**src/rtl/vga_timing_pkg.sv**
```systemverilog
// VGA raster timing defaults and shared helpers for the sync generator.
package vga_timing_pkg;

   localparam int unsigned COORD_W = 10;
   typedef logic [COORD_W-1:0] coord_t;

   // 640x480@60 Hz from a 100 MHz master clock
   localparam int unsigned CLK_DIV_DEF  = 4;

   localparam int unsigned H_ACTIVE_DEF = 640;
   localparam int unsigned H_FP_DEF     = 16;
   localparam int unsigned H_SYNC_DEF   = 96;
   localparam int unsigned H_BP_DEF     = 48;
   localparam int unsigned H_TOTAL_DEF  = H_ACTIVE_DEF + H_FP_DEF + H_SYNC_DEF + H_BP_DEF;
   localparam int unsigned H_SYNC_START_DEF = H_ACTIVE_DEF + H_FP_DEF;
   localparam int unsigned H_SYNC_END_DEF   = H_SYNC_START_DEF + H_SYNC_DEF;

   localparam int unsigned V_ACTIVE_DEF = 480;
   localparam int unsigned V_FP_DEF     = 10;
   localparam int unsigned V_SYNC_DEF   = 2;
   localparam int unsigned V_BP_DEF     = 33;
   localparam int unsigned V_TOTAL_DEF  = V_ACTIVE_DEF + V_FP_DEF + V_SYNC_DEF + V_BP_DEF;
   localparam int unsigned V_SYNC_START_DEF = V_ACTIVE_DEF + V_FP_DEF;
   localparam int unsigned V_SYNC_END_DEF   = V_SYNC_START_DEF + V_SYNC_DEF;

   // 0 = active-low syncs (standard VGA 640x480)
   localparam int unsigned SYNC_POL_DEF = 0;

   typedef enum logic {
      SYNC_ACTIVE_LOW  = 1'b0,
      SYNC_ACTIVE_HIGH = 1'b1
   } sync_pol_e;

   // Level to drive on a sync pin given whether the pulse is active.
   function automatic logic sync_level(input logic active, input sync_pol_e pol);
      return active ? logic'(pol) : ~logic'(pol);
   endfunction

   // Half-open window test lo <= c < hi.
   function automatic logic in_window(input coord_t c, input coord_t lo, input coord_t hi);
      return (c >= lo) && (c < hi);
   endfunction

endpackage

```
**src/rtl/vga_sync_gen_if.sv**
```systemverilog
// Raster output bus from the sync generator to the connector and draw stage.
interface vga_sync_gen_if;

   logic                   H_Sync_Out;
   logic                   V_Sync_Out;
   logic                   Disp_Ena_Out;
   vga_timing_pkg::coord_t Val_Row_Out;
   vga_timing_pkg::coord_t Val_Col_Out;
   logic                   Pixel_Tick_Out;
   logic                   Frame_Tick_Out;

   modport master (
      output H_Sync_Out,
      output V_Sync_Out,
      output Disp_Ena_Out,
      output Val_Row_Out,
      output Val_Col_Out,
      output Pixel_Tick_Out,
      output Frame_Tick_Out
   );

   modport slave (
      input H_Sync_Out,
      input V_Sync_Out,
      input Disp_Ena_Out,
      input Val_Row_Out,
      input Val_Col_Out,
      input Pixel_Tick_Out,
      input Frame_Tick_Out
   );

endinterface

```
**src/rtl/vga_pixel_prescaler.sv**
```systemverilog
// Divides the master clock down to the pixel rate.
// pixel_load marks the first master cycle of a pixel period (outputs latch the
// current coordinate); pixel_advance marks the last one (counters step).
// With CLK_DIV=1 both are high every cycle.
module vga_pixel_prescaler #(
   parameter int unsigned CLK_DIV = 4
) (
   input  logic Master_Clock_In,
   input  logic Reset_N_In,
   output logic pixel_load,
   output logic pixel_advance
);

   localparam int unsigned PW = (CLK_DIV > 1) ? $clog2(CLK_DIV) : 1;
   localparam logic [PW-1:0] P_LAST = PW'(CLK_DIV - 1);

   logic [PW-1:0] p_cnt;

   // Free-running 0..CLK_DIV-1 phase counter
   always_ff @(posedge Master_Clock_In or negedge Reset_N_In) begin
      if (!Reset_N_In) begin
         p_cnt <= '0;
      end else if (p_cnt == P_LAST) begin
         p_cnt <= '0;
      end else begin
         p_cnt <= p_cnt + 1'b1;
      end
   end

   // Phase decodes
   always_comb begin
      pixel_load    = (p_cnt == '0);
      pixel_advance = (p_cnt == P_LAST);
   end

endmodule

```
**src/rtl/vga_sync_gen.sv**
```systemverilog
// VGA raster timing generator: h/v counters, sync/enable decode and a single
// aligned output register stage feeding the connector and draw stage.
module vga_sync_gen
   import vga_timing_pkg::*;
#(
   parameter int unsigned CLK_DIV  = CLK_DIV_DEF,
   parameter int unsigned H_ACTIVE = H_ACTIVE_DEF,
   parameter int unsigned H_FP     = H_FP_DEF,
   parameter int unsigned H_SYNC   = H_SYNC_DEF,
   parameter int unsigned H_BP     = H_BP_DEF,
   parameter int unsigned V_ACTIVE = V_ACTIVE_DEF,
   parameter int unsigned V_FP     = V_FP_DEF,
   parameter int unsigned V_SYNC   = V_SYNC_DEF,
   parameter int unsigned V_BP     = V_BP_DEF,
   parameter int unsigned SYNC_POL = SYNC_POL_DEF
) (
   input  logic           Master_Clock_In,
   input  logic           Reset_N_In,
   vga_sync_gen_if.master Vga_Bus
);

   localparam int unsigned H_TOTAL = H_ACTIVE + H_FP + H_SYNC + H_BP;
   localparam int unsigned V_TOTAL = V_ACTIVE + V_FP + V_SYNC + V_BP;

   localparam coord_t H_LAST     = coord_t'(H_TOTAL - 1);
   localparam coord_t V_LAST     = coord_t'(V_TOTAL - 1);
   localparam coord_t H_ACT_END  = coord_t'(H_ACTIVE);
   localparam coord_t V_ACT_END  = coord_t'(V_ACTIVE);
   localparam coord_t HS_START   = coord_t'(H_ACTIVE + H_FP);
   localparam coord_t HS_END     = coord_t'(H_ACTIVE + H_FP + H_SYNC);
   localparam coord_t VS_START   = coord_t'(V_ACTIVE + V_FP);
   localparam coord_t VS_END     = coord_t'(V_ACTIVE + V_FP + V_SYNC);

   localparam sync_pol_e POL = (SYNC_POL != 0) ? SYNC_ACTIVE_HIGH : SYNC_ACTIVE_LOW;

   logic   pixel_load;
   logic   pixel_advance;
   coord_t h_cnt;
   coord_t v_cnt;

   logic   disp_d;
   logic   hs_active_d;
   logic   vs_active_d;
   logic   frame_d;

   vga_pixel_prescaler #(
      .CLK_DIV (CLK_DIV)
   ) u_prescaler (
      .Master_Clock_In (Master_Clock_In),
      .Reset_N_In      (Reset_N_In),
      .pixel_load      (pixel_load),
      .pixel_advance   (pixel_advance)
   );

   // Raster position; h and v wrap together on the last pixel of the frame
   always_ff @(posedge Master_Clock_In or negedge Reset_N_In) begin
      if (!Reset_N_In) begin
         h_cnt <= '0;
         v_cnt <= '0;
      end else if (pixel_advance) begin
         if (h_cnt == H_LAST) begin
            h_cnt <= '0;
            if (v_cnt == V_LAST) begin
               v_cnt <= '0;
            end else begin
               v_cnt <= v_cnt + 1'b1;
            end
         end else begin
            h_cnt <= h_cnt + 1'b1;
         end
      end
   end

   // Decode of the current (h,v) ahead of the output register
   always_comb begin
      disp_d      = (h_cnt < H_ACT_END) && (v_cnt < V_ACT_END);
      hs_active_d = in_window(h_cnt, HS_START, HS_END);
      vs_active_d = in_window(v_cnt, VS_START, VS_END);
      frame_d     = (h_cnt == '0) && (v_cnt == V_ACT_END);
   end

   // Output register: coordinate and decodes latch together at the start of
   // each pixel period, so the first edge after reset already shows (0,0)
   // while the counters step at the end of the period.
   always_ff @(posedge Master_Clock_In or negedge Reset_N_In) begin
      if (!Reset_N_In) begin
         Vga_Bus.H_Sync_Out     <= sync_level(1'b0, POL);
         Vga_Bus.V_Sync_Out     <= sync_level(1'b0, POL);
         Vga_Bus.Disp_Ena_Out   <= 1'b0;
         Vga_Bus.Val_Row_Out    <= '0;
         Vga_Bus.Val_Col_Out    <= '0;
         Vga_Bus.Pixel_Tick_Out <= 1'b0;
         Vga_Bus.Frame_Tick_Out <= 1'b0;
      end else begin
         Vga_Bus.Pixel_Tick_Out <= pixel_load;
         Vga_Bus.Frame_Tick_Out <= pixel_load && frame_d;
         if (pixel_load) begin
            Vga_Bus.H_Sync_Out   <= sync_level(hs_active_d, POL);
            Vga_Bus.V_Sync_Out   <= sync_level(vs_active_d, POL);
            Vga_Bus.Disp_Ena_Out <= disp_d;
            Vga_Bus.Val_Row_Out  <= h_cnt;
            Vga_Bus.Val_Col_Out  <= v_cnt;
         end
      end
   end

endmodule

```
**src/flat_wrapper.sv**
```systemverilog
// flat-port wrapper written by rule: the top's interface ports become plain ports
module vga_sync_gen_flat import vga_timing_pkg::*;
#(
   parameter int unsigned CLK_DIV  = CLK_DIV_DEF,
   parameter int unsigned H_ACTIVE = H_ACTIVE_DEF,
   parameter int unsigned H_FP     = H_FP_DEF,
   parameter int unsigned H_SYNC   = H_SYNC_DEF,
   parameter int unsigned H_BP     = H_BP_DEF,
   parameter int unsigned V_ACTIVE = V_ACTIVE_DEF,
   parameter int unsigned V_FP     = V_FP_DEF,
   parameter int unsigned V_SYNC   = V_SYNC_DEF,
   parameter int unsigned V_BP     = V_BP_DEF,
   parameter int unsigned SYNC_POL = SYNC_POL_DEF
)
  (Master_Clock_In, Reset_N_In, Vga_Bus_H_Sync_Out, Vga_Bus_V_Sync_Out, Vga_Bus_Disp_Ena_Out, Vga_Bus_Val_Row_Out, Vga_Bus_Val_Col_Out, Vga_Bus_Pixel_Tick_Out, Vga_Bus_Frame_Tick_Out);
  vga_sync_gen_if Vga_Bus_i ();
  input  logic Master_Clock_In;
  input  logic Reset_N_In;
  output wire logic [$bits(Vga_Bus_i.H_Sync_Out)-1:0] Vga_Bus_H_Sync_Out;
  output wire logic [$bits(Vga_Bus_i.V_Sync_Out)-1:0] Vga_Bus_V_Sync_Out;
  output wire logic [$bits(Vga_Bus_i.Disp_Ena_Out)-1:0] Vga_Bus_Disp_Ena_Out;
  output wire logic [$bits(Vga_Bus_i.Val_Row_Out)-1:0] Vga_Bus_Val_Row_Out;
  output wire logic [$bits(Vga_Bus_i.Val_Col_Out)-1:0] Vga_Bus_Val_Col_Out;
  output wire logic [$bits(Vga_Bus_i.Pixel_Tick_Out)-1:0] Vga_Bus_Pixel_Tick_Out;
  output wire logic [$bits(Vga_Bus_i.Frame_Tick_Out)-1:0] Vga_Bus_Frame_Tick_Out;
  assign Vga_Bus_H_Sync_Out = Vga_Bus_i.H_Sync_Out;
  assign Vga_Bus_V_Sync_Out = Vga_Bus_i.V_Sync_Out;
  assign Vga_Bus_Disp_Ena_Out = Vga_Bus_i.Disp_Ena_Out;
  assign Vga_Bus_Val_Row_Out = Vga_Bus_i.Val_Row_Out;
  assign Vga_Bus_Val_Col_Out = Vga_Bus_i.Val_Col_Out;
  assign Vga_Bus_Pixel_Tick_Out = Vga_Bus_i.Pixel_Tick_Out;
  assign Vga_Bus_Frame_Tick_Out = Vga_Bus_i.Frame_Tick_Out;
  vga_sync_gen #(.CLK_DIV(CLK_DIV), .H_ACTIVE(H_ACTIVE), .H_FP(H_FP), .H_SYNC(H_SYNC), .H_BP(H_BP), .V_ACTIVE(V_ACTIVE), .V_FP(V_FP), .V_SYNC(V_SYNC), .V_BP(V_BP), .SYNC_POL(SYNC_POL)) u_core (.Master_Clock_In(Master_Clock_In), .Reset_N_In(Reset_N_In), .Vga_Bus(Vga_Bus_i));
endmodule
```
**config.mk**
```make
export PLATFORM = sky130hd
export DESIGN_NAME = vga_sync_gen_flat
export DESIGN_NICKNAME = d
export VERILOG_FILES = /design/src/rtl/vga_timing_pkg.sv /design/src/rtl/vga_sync_gen_if.sv /design/src/rtl/vga_pixel_prescaler.sv /design/src/rtl/vga_sync_gen.sv /design/src/flat_wrapper.sv
export SDC_FILE = /design/constraint.sdc
export NUM_CORES = 1
export LEC_CHECK = 0
export ABC_AREA = 1
export CAP_MARGIN = 20
export CORE_MARGIN = 2
export CORE_UTILIZATION = 55
export DETAILED_ROUTE_END_ITERATION = 6
export PLACE_DENSITY = 0.78
export SKIP_CTS_REPAIR_TIMING = 1
export SYNTH_ARGS = -nofsm -noshare
export SYNTH_HDL_FRONTEND = slang
export SYNTH_SLANG_ARGS = --single-unit
```
**constraint.sdc**
```tcl
create_clock -name Master_Clock_In -period 1.79 [get_ports Master_Clock_In]
set_clock_uncertainty 0.15 [all_clocks]
set_input_delay 0.2685 -clock Master_Clock_In [delete_from_list [all_inputs] [get_ports Master_Clock_In]]
set_output_delay 0.2685 -clock Master_Clock_In [all_outputs]
set_load 0.005 [all_outputs]
```
==> impl_metrics.tcl <==
set metrics [dict create \
    status "finished, final reports clean" \
    antenna_left 0 \
    fin_tns_setup_ps 0 \
    grt_util_met2 0.359 \
    min_period_ps 1680 \
    relSlewSlack 0.745 \
    min_path_type "primary input to asynchronous set/reset pin" \
    h-tree-depth 2 \
    routedWlPerCell_um 13.5 \
    syn_nets 272 \
    dp_hpwl_um 3340 \
    netlist_area_mm2 0.00224 \
    grt_pass1_vias 1740 \
    seq_area_frac_synth 0.526 \
    grt-busiest-layer "met2" \
    cts_tree "built" \
    ys.flop_type "dfrtp_1" \
    grt_usage 0.239 \
    maxCapViolCount 0 \
    place.gp.congestion 0.881 \
    drive_above_1_share 0.113 \
    clock_latency_ps 300 \
    grt_overflow_total 0 \
    antenna_found_initial 0 \
    critPathKind "register to register" \
    drc_errors 0 \
    hold_viol 0 \
    synth_edf_count 0 \
    fillerInstances 325 \
    vias 1866 \
    die-area_mm2 0.00460 \
    cts_made_buffers 5 \
    fin_cells 350 \
    fp.coreArea_mm2 0.00397 \
    design_area_mm2 0.00272 \
    ir_worst_vdd_mv 0.412 \
    required_ps 1830 \
    grtUsageMet3 0.0493 \
    worstPathMaxFanout 6 \
    maxSlewViolCount 0 \
    dp.cells 339 \
    io_pins 27 \
    path_clk_slew_ps 80 \
    fp.dieH_um 67.9 \
    wl_um 4720 \
    finalCritPeriodShare 0.939 \
    cp.arrival_ps 1720 \
    antennaDiodeCount 0 \
    cp-start-kind "register" \
    drtIter0Drc 170 \
    leakage_nw 1.32 \
    grt_pass1_wl_um 8010 \
    synth_seq_cells 47 \
    die_x_um 67.9 \
    worst_slew_pin_slew_ps 379 \
    max_freq_ghz 0.595 \
    cts-root-buf "clkbuf_8" \
    cp-end-kind "register" \
    synth-async-reset-ratio 1.00 \
    via_per_inst 5.33 \
    start_util 0.565 \
    yosysWarnings 0 \
    synthCells 264 \
    whs_ps 315 \
    clockBufferDepth 2 \
    rows 23 \
    synth_cell_type_count 26 \
    setup_viol 0 \
    cts.sinks 47 \
    p_per_area_mw_per_mm2 657 \
    firstDrtPassIters 4 \
    placed_area_mm2 0.00258 \
    fin_nets 307 \
    avgSynthCellArea_um2 8.49 \
    synthToLayoutAreaGrowth_pct 21.2 \
    power_mw 1.79 \
    grt_util_met1 0.335 \
    port_buffers 26 \
    grt_max_degree 48 \
]
[final cells by class]
cell class	count	area [um2]	share of cell area
Clock buffer	7	96.3	0.0355
Clock inverter	1	7.51	0.00276
Inverter	32	125	0.0460
Multi-Input combinational cell	179	912	0.336
Sequential cell	47	1180	0.434
Tap cell	50	62.6	0.0230
Timing Repair Buffer	34	335	0.123
[cells in the final DEF (no fill, tap or decap), drive strengths merged]
master,instances
buf,8
clkbuf,7
clkdlybuf4s50,23
clkinvlp,1
dfrtp,45
dfstp,2
dlygate4sd3,1
dlymetal6s2s,2
ha,6
inv,32
nand2,68
nand3,11
nand3b,1
nand4,12
nor2,39
nor3,6
nor4,3
o21ai,28
o22ai,1
xor2,4
[worst max-delay path, stage by stage, from the launching register on]
cell and delay, ps:
dfrtp_1 390, ha_1 200, nand2_1 90, nor2_4 120, nand4_1 270, nor3_1 270, nor2_1 70
[synth_stat cells (3+ instances only)]
| master | count | area [um2] |
|---|---|---|
| nand2_1 | 67 | 251 |
| o21ai_0 | 21 | 105 |
| nand4_1 | 11 | 68.8 |
| nor4_1 | 3 | 18.8 |
| dfrtp_1 | 45 | 1130 |
| o21ai_2 | 3 | 26.3 |
| inv_1 | 27 | 101 |
| xor2_1 | 4 | 35.0 |
| inv_2 | 4 | 15.0 |
| ha_1 | 6 | 75.1 |
| nand3_1 | 11 | 55.1 |
| clkbuf_1 | 3 | 11.3 |
| nor2_1 | 34 | 128 |
| nor3_1 | 6 | 30.0 |
| o21ai_1 | 4 | 20.0 |
[final timing paths]
| check | from | end | depth (start not counted) | slack, ps |
|---|---|---|---|---|
| setup / recovery | u_core.h_cnt[0] | u_core.v_cnt[8] | 6 | 110 |
| hold / removal | Reset_N_In | u_core.h_cnt[4] | 3 | 320 |
| max in group asynchronous | Reset_N_In | u_core.Vga_Bus.V_Sync_Out | 3 | 890 |
| hold reg to reg | u_core.u_prescaler.p_cnt[0] | u_core.u_prescaler.p_cnt[0] | 1 | 320 |
| setup reg to reg | u_core.h_cnt[0] | u_core.v_cnt[8] | 6 | 110 |
| min in group Master_Clock_In | u_core.u_prescaler.p_cnt[0] | u_core.u_prescaler.p_cnt[0] | 1 | 320 |
[registers in the layout, summed over array words and instances (netlist names)]
register	cells
u_core.Vga_Bus.Disp_Ena_Out	1
u_core.Vga_Bus.Frame_Tick_Out	1
u_core.Vga_Bus.H_Sync_Out	1
u_core.Vga_Bus.Pixel_Tick_Out	1
u_core.Vga_Bus.V_Sync_Out	1
u_core.Vga_Bus.Val_Col_Out	10
u_core.Vga_Bus.Val_Row_Out	10
u_core.h_cnt	10
u_core.u_prescaler.p_cnt	2
u_core.v_cnt	10
[metrics by stage]
stage	util	worst slack [ps]
global route	0.684	-12.6
detailed placement	0.650	147
global placement	0.650	173
floorplan	-	345
CTS	0.676	17.4
finish	0.684	110
[kinds of logic after synthesis]
logic type	synth area share
simple gates	0.286
flops	0.526
buf+inv	0.0686
compound gates	0.0703
fa+ha+maj	0.0335
xor+xnor	0.0156
[power breakdown]
part / switching (mW) / internal, mW / leakage [nW] / total [mW]
clock: 0.347 / 0.351 / 0.0505 / 0.699
sequential: 0 / 1.06 / 0.615 / 1.06
combinational: 0.0205 / 0.00681 / 0.650 / 0.0273
total: 0.368 / 1.42 / 1.32 / 1.79
[layer usage]
| metal | wire, um | vias to the layer above |
|---|---|---|
| met3 | 230 | 8 |
| met1 | 2250 | 885 |
| met2 | 2150 | 58 |
| met5 | 0 | - |
| met4 | 88 | 0 |
| li1 | - | 915 |
Power figures use the tool's default switching activity.
==> edit 1: new RTL, same flow settings <==
Change the package constant `COORD_W` from 10 to 5.
--- a/src/rtl/vga_timing_pkg.sv
+++ b/src/rtl/vga_timing_pkg.sv
@@ -2,5 +2,5 @@
 package vga_timing_pkg;
 
-   localparam int unsigned COORD_W = 10;
+   localparam int unsigned COORD_W = 5;
    typedef logic [COORD_W-1:0] coord_t;
 
Interface: changed (resized Vga_Bus_Val_Col_Out and Vga_Bus_Val_Row_Out); port bits go from 27 to 17. No check against the original RTL was run, so the function may have changed too.
==> edit 1 against the unedited design <==
  * Critical path depth rose by 3
  * Total power down 50%
  * Sequential cell count shrank 21
  * Setup slack better by 0.044 ns
  * Die area decreased by 46%
  * Wire length decreased by 54%
  * Synthesized area down 48%
  * Design area shrank 48%
==> edit 1: results <==
export IMPL_clk_pin_slew_ns=0.13
export IMPL_reg2reg_slack_ns=0.15
export IMPL_fin_nets=160
export IMPL_syn_num_nets=138
export IMPL_yosysMostFrequentCell="nand2_1"
export IMPL_r2r_end="u_core.v_cnt[3]"
export IMPL_grtUsageMet1=0.266
export IMPL_status="completed"
export IMPL_r2r_start="u_core.h_cnt[0]"
export IMPL_antenna_found_initial=0
export IMPL_use_met2=0.342
export IMPL_peakVddDrop_mv=0.417
export IMPL_critPathSlowestCell="dfrtp_1"
export IMPL_cts_buffers=3
export IMPL_viasPerCell=5.02
export IMPL_initialDrtViolationCount=23
export IMPL_gr_usage_met3=0.0364
export IMPL_dpl_instance_area_um2=1330
export IMPL_num_vias=888
export IMPL_p_leak_nw=0.705
export IMPL_place_inst=170
export IMPL_clock_latency_ns=0.32
export IMPL_synth_cell_types=21
export IMPL_diodes=0
export IMPL_hpwl_um=1540
export IMPL_reg2reg_depth=9
export IMPL_powerComb_w=0.0000146
export IMPL_synth_common_cells="nand2_1 (31), dfrtp_1 (24), nor2_1 (20)"
export IMPL_grtUsageTotal=0.202
export IMPL_async_flop_share=1.00
export IMPL_wl_met3_um=80
export IMPL_grt_pass1_wl_um=3750
export IMPL_port_buffers=15
export IMPL_total_power_w=0.000897
export IMPL_met1_length_um=978
export IMPL_timing_hold_ws_ns=0.141
export IMPL_wl_met2_um=1070
export IMPL_power_switching_share=0.202
export IMPL_final_layout_size_suffix_gt1_frac=0.133
export IMPL_seq_area_frac_synth=0.563
export IMPL_gp_congestion=0.880
export IMPL_htree_levels=1
export IMPL_grt_max_degree=27
export IMPL_clockBufferDepth=2
export IMPL_cts_root_buffer="clkbuf_4"
export IMPL_synth_area_leaders="dfrtp_1 (52%), nand2_1 (10%), ha_1 (7.5%), nor2_1 (6.5%), inv_1 (5.2%)"
export IMPL_dr_pass1_iters=4
export IMPL_netlist_instances=129
export IMPL_critPathMaxStageDelay_ns=0.40
export IMPL_routed_top_layer="met4"
export IMPL_yosys_warnings=0
export IMPL_n_fill_cell=148
export IMPL_pwr_share_clk=0.328
export IMPL_routedWlPerCell_um=12.1
export IMPL_crit_fanout=5
export IMPL_grt_pass1_vias=809
export IMPL_place_ws_ns=0.0559
export IMPL_multi_input_area_um2=425
-- edit 1: changes by cell type after synthesis, moves of 8 or more --
cell,change
dfrtp_1,-21
nand4_1,-10
o21ai_0,-15
inv_1,-11
nand2_1,-36
nor2_1,-14
nand3_1,-8
-- edit 1: worst max-delay path by stage --
stage	end	slack, ns	cells after the start	from
final	u_core.v_cnt[3]	0.15	9	u_core.h_cnt[0]
after global routing	u_core.v_cnt[4]	0.02	7	u_core.h_cnt[0]
after CTS	Vga_Bus_H_Sync_Out	-0.001	1	u_core.Vga_Bus.H_Sync_Out
after detailed placement	u_core.v_cnt[3]	0.06	9	u_core.h_cnt[0]
after global placement	u_core.v_cnt[3]	0.16	9	u_core.h_cnt[0]
after floorplan	u_core.v_cnt[2]	0.24	9	u_core.h_cnt[0]
-- edit 1: worst max-delay path: cells and delay by family, from the launching register on --
kind,cells,cell delay (ns)
AND/OR/NAND/NOR,5,0.43
flip-flops,1,0.40
adder cells (fa/ha/maj),2,0.40
buffers and inverters,2,0.17
-- edit 1: layout make-up --
| class | count | area share |
|---|---|---|
| clock buffers | 4 | 0.0257 |
| repair buffers | 21 | 0.142 |
| multi-input cells | 82 | 0.301 |
| inverters | 17 | 0.0452 |
| flip-flops and latches | 26 | 0.462 |
| well taps | 27 | 0.0239 |
-- edit 1: cells by family after synthesis --
| kind of cell | share of synthesized area |
|---|---|
| flip-flops | 0.563 |
| other | 0.00323 |
| XOR/XNOR | 0.00754 |
| adder cells (fa/ha/maj) | 0.0754 |
| AND/OR/NAND/NOR | 0.208 |
| buffers and inverters | 0.0840 |
| AO/OA/AOI/OAI | 0.0593 |
==> edit 2: new RTL, config.mk and constraints unchanged <==
Without the edit above. Make the reset (`Reset_N_In`) synchronous in 3 clocked blocks.
--- a/src/rtl/vga_pixel_prescaler.sv
+++ b/src/rtl/vga_pixel_prescaler.sv
@@ -18,5 +18,5 @@
 
    // Free-running 0..CLK_DIV-1 phase counter
-   always_ff @(posedge Master_Clock_In or negedge Reset_N_In) begin
+   always_ff @(posedge Master_Clock_In) begin
       if (!Reset_N_In) begin
          p_cnt <= '0;
--- a/src/rtl/vga_sync_gen.sv
+++ b/src/rtl/vga_sync_gen.sv
@@ -54,5 +54,5 @@
 
    // Raster position; h and v wrap together on the last pixel of the frame
-   always_ff @(posedge Master_Clock_In or negedge Reset_N_In) begin
+   always_ff @(posedge Master_Clock_In) begin
       if (!Reset_N_In) begin
          h_cnt <= '0;
@@ -83,5 +83,5 @@
    // each pixel period, so the first edge after reset already shows (0,0)
    // while the counters step at the end of the period.
-   always_ff @(posedge Master_Clock_In or negedge Reset_N_In) begin
+   always_ff @(posedge Master_Clock_In) begin
       if (!Reset_N_In) begin
          Vga_Bus.H_Sync_Out     <= sync_level(1'b0, POL);
Formal check against the unedited RTL: differs if Reset_N_In is asserted again (counterexample within 4 cycles, from zero or initial values and one cycle with Reset_N_In low); with Reset_N_In held inactive, the same outputs for 10 cycles.
==> edit 2 against the unedited design <==
  * Hold slack lost 0.012 ns
  * Wire length shrank 2.8%
  * Count of clock-buffer cells in the layout down 2
  * Sequential cell count did not move
  * Synthesized area decreased by 5.5%
  * Utilization rose by 1.2 points
  * Design area shrank 5.4%
  * Via count is 1.2% higher
  * Setup slack better by 0.045 ns
Power is not compared: it rests on default switching activity, and its combinational part moved more than twofold at a synthesized area within 25%.
==> edit 2: results <==
export IMPL_buffers_excl_clock=35
export IMPL_synth_area_leaders="dfxtp_1 (44%), nand2_1 (7.1%), nor2_1 (6.0%), a21oi_1 (5.9%), inv_1 (5.5%)"
export IMPL_grt_pass1_vias=1765
export IMPL_synth_ff_type="dfxtp_1"
export IMPL_critPathSlowestCell="dfxtp_1"
export IMPL_grtUsageTotal=0.237
export IMPL_synth_common_cells="dfxtp_1 (47), nand2_1 (40), nor2_1 (34)"
export IMPL_n_fill_cell=326
export IMPL_hpwl_um=3420
export IMPL_grt_pass1_wl_um=7890
export IMPL_seq_power_w=0.00115
export IMPL_grt_max_degree=30
export IMPL_initialDrtViolationCount=203
export IMPL_final_layout_size_suffix_gt1_frac=0.120
export IMPL_async_flop_share=0
export IMPL_syn_num_nets=282
export IMPL_status="completed"
export IMPL_seq_area_frac_synth=0.444
export IMPL_routed_wl_um=4590
export IMPL_seq_area_um2=941
export IMPL_layout_nonclk_buf_frac=0.132
export IMPL_viasPerCell=5.29
export IMPL_fin_nets=316
export IMPL_crit_fanout=13
export IMPL_non_clock_inverter_count=35
export IMPL_hold_class="flip-flop to flip-flop"
export IMPL_worst_pin_slew_ns=0.371
export IMPL_clockNetworkAreaShare=0.0346
export IMPL_synth_cell_types=32
export IMPL_multi_input_area_share=0.391
export IMPL_layout_comb_gates_multi_input=184
export IMPL_nClkBuffers=5
==> edit 2: per-layer routing <==
layer | share of wire | GRT usage | vias to the layer above
li1 | - | - | 967
met1 | 0.47 | 0.323 | 861
met2 | 0.46 | 0.374 | 52
met3 | 0.049 | 0.0375 | 9
met4 | 0.018 | 0.102 | 0
met5 | 0 | 0 | -
==> edit 2: cells by family (layout without fill, tap and decap cells) <==
kind of cell               after synthesis  count (layout)  synth area share
adders and majority gates                6               6            0.0354
buffers and inverters                   43              78            0.0833
AOI/OAI and AO/OA                       53              53             0.129
DFF                                     47              47             0.444
xor gates and xnor gates                 3               3            0.0124
and+or+nand+nor                        122             122             0.295
==> edit 2: worst reg2reg max path: stages (launching register included) <==
cell and delay (ns):
dfxtp_1 0.39, ha_1 0.20, nand2_2 0.11, nor2_8 0.16, inv_4 0.06, nor2_8 0.18
buf_4 0.15, nand3_2 0.07, a21oi_2 0.11
==> edit 2: worst paths after layout <==
| kind | start | to | slack [ns] | cells after the start |
|---|---|---|---|---|
| max | u_core.h_cnt[0] | u_core.v_cnt[7] | 0.16 | 8 |
| min | u_core.u_prescaler.p_cnt[0] | u_core.u_prescaler.p_cnt[0] | 0.30 | 1 |
| max reg2reg | u_core.h_cnt[0] | u_core.v_cnt[7] | 0.16 | 8 |
| min reg2reg | u_core.u_prescaler.p_cnt[0] | u_core.u_prescaler.p_cnt[0] | 0.30 | 1 |
==> edit 2: stage by stage <==
step | instance area (µm²) | setup slack [ns] | instances | total power (W)
2_1_floorplan | 2120 | 0.247 | 274 | 0.00133
3_3_place_gp | 2460 | 0.0992 | 347 | 0.00151
3_5_place_dp | 2460 | 0.0846 | 347 | 0.00152
4_1_cts | 2550 | 0.115 | 355 | 0.00214
5_1_grt | 2570 | 0.00682 | 357 | 0.00224
6_report | 2570 | 0.155 | 357 | 0.00213
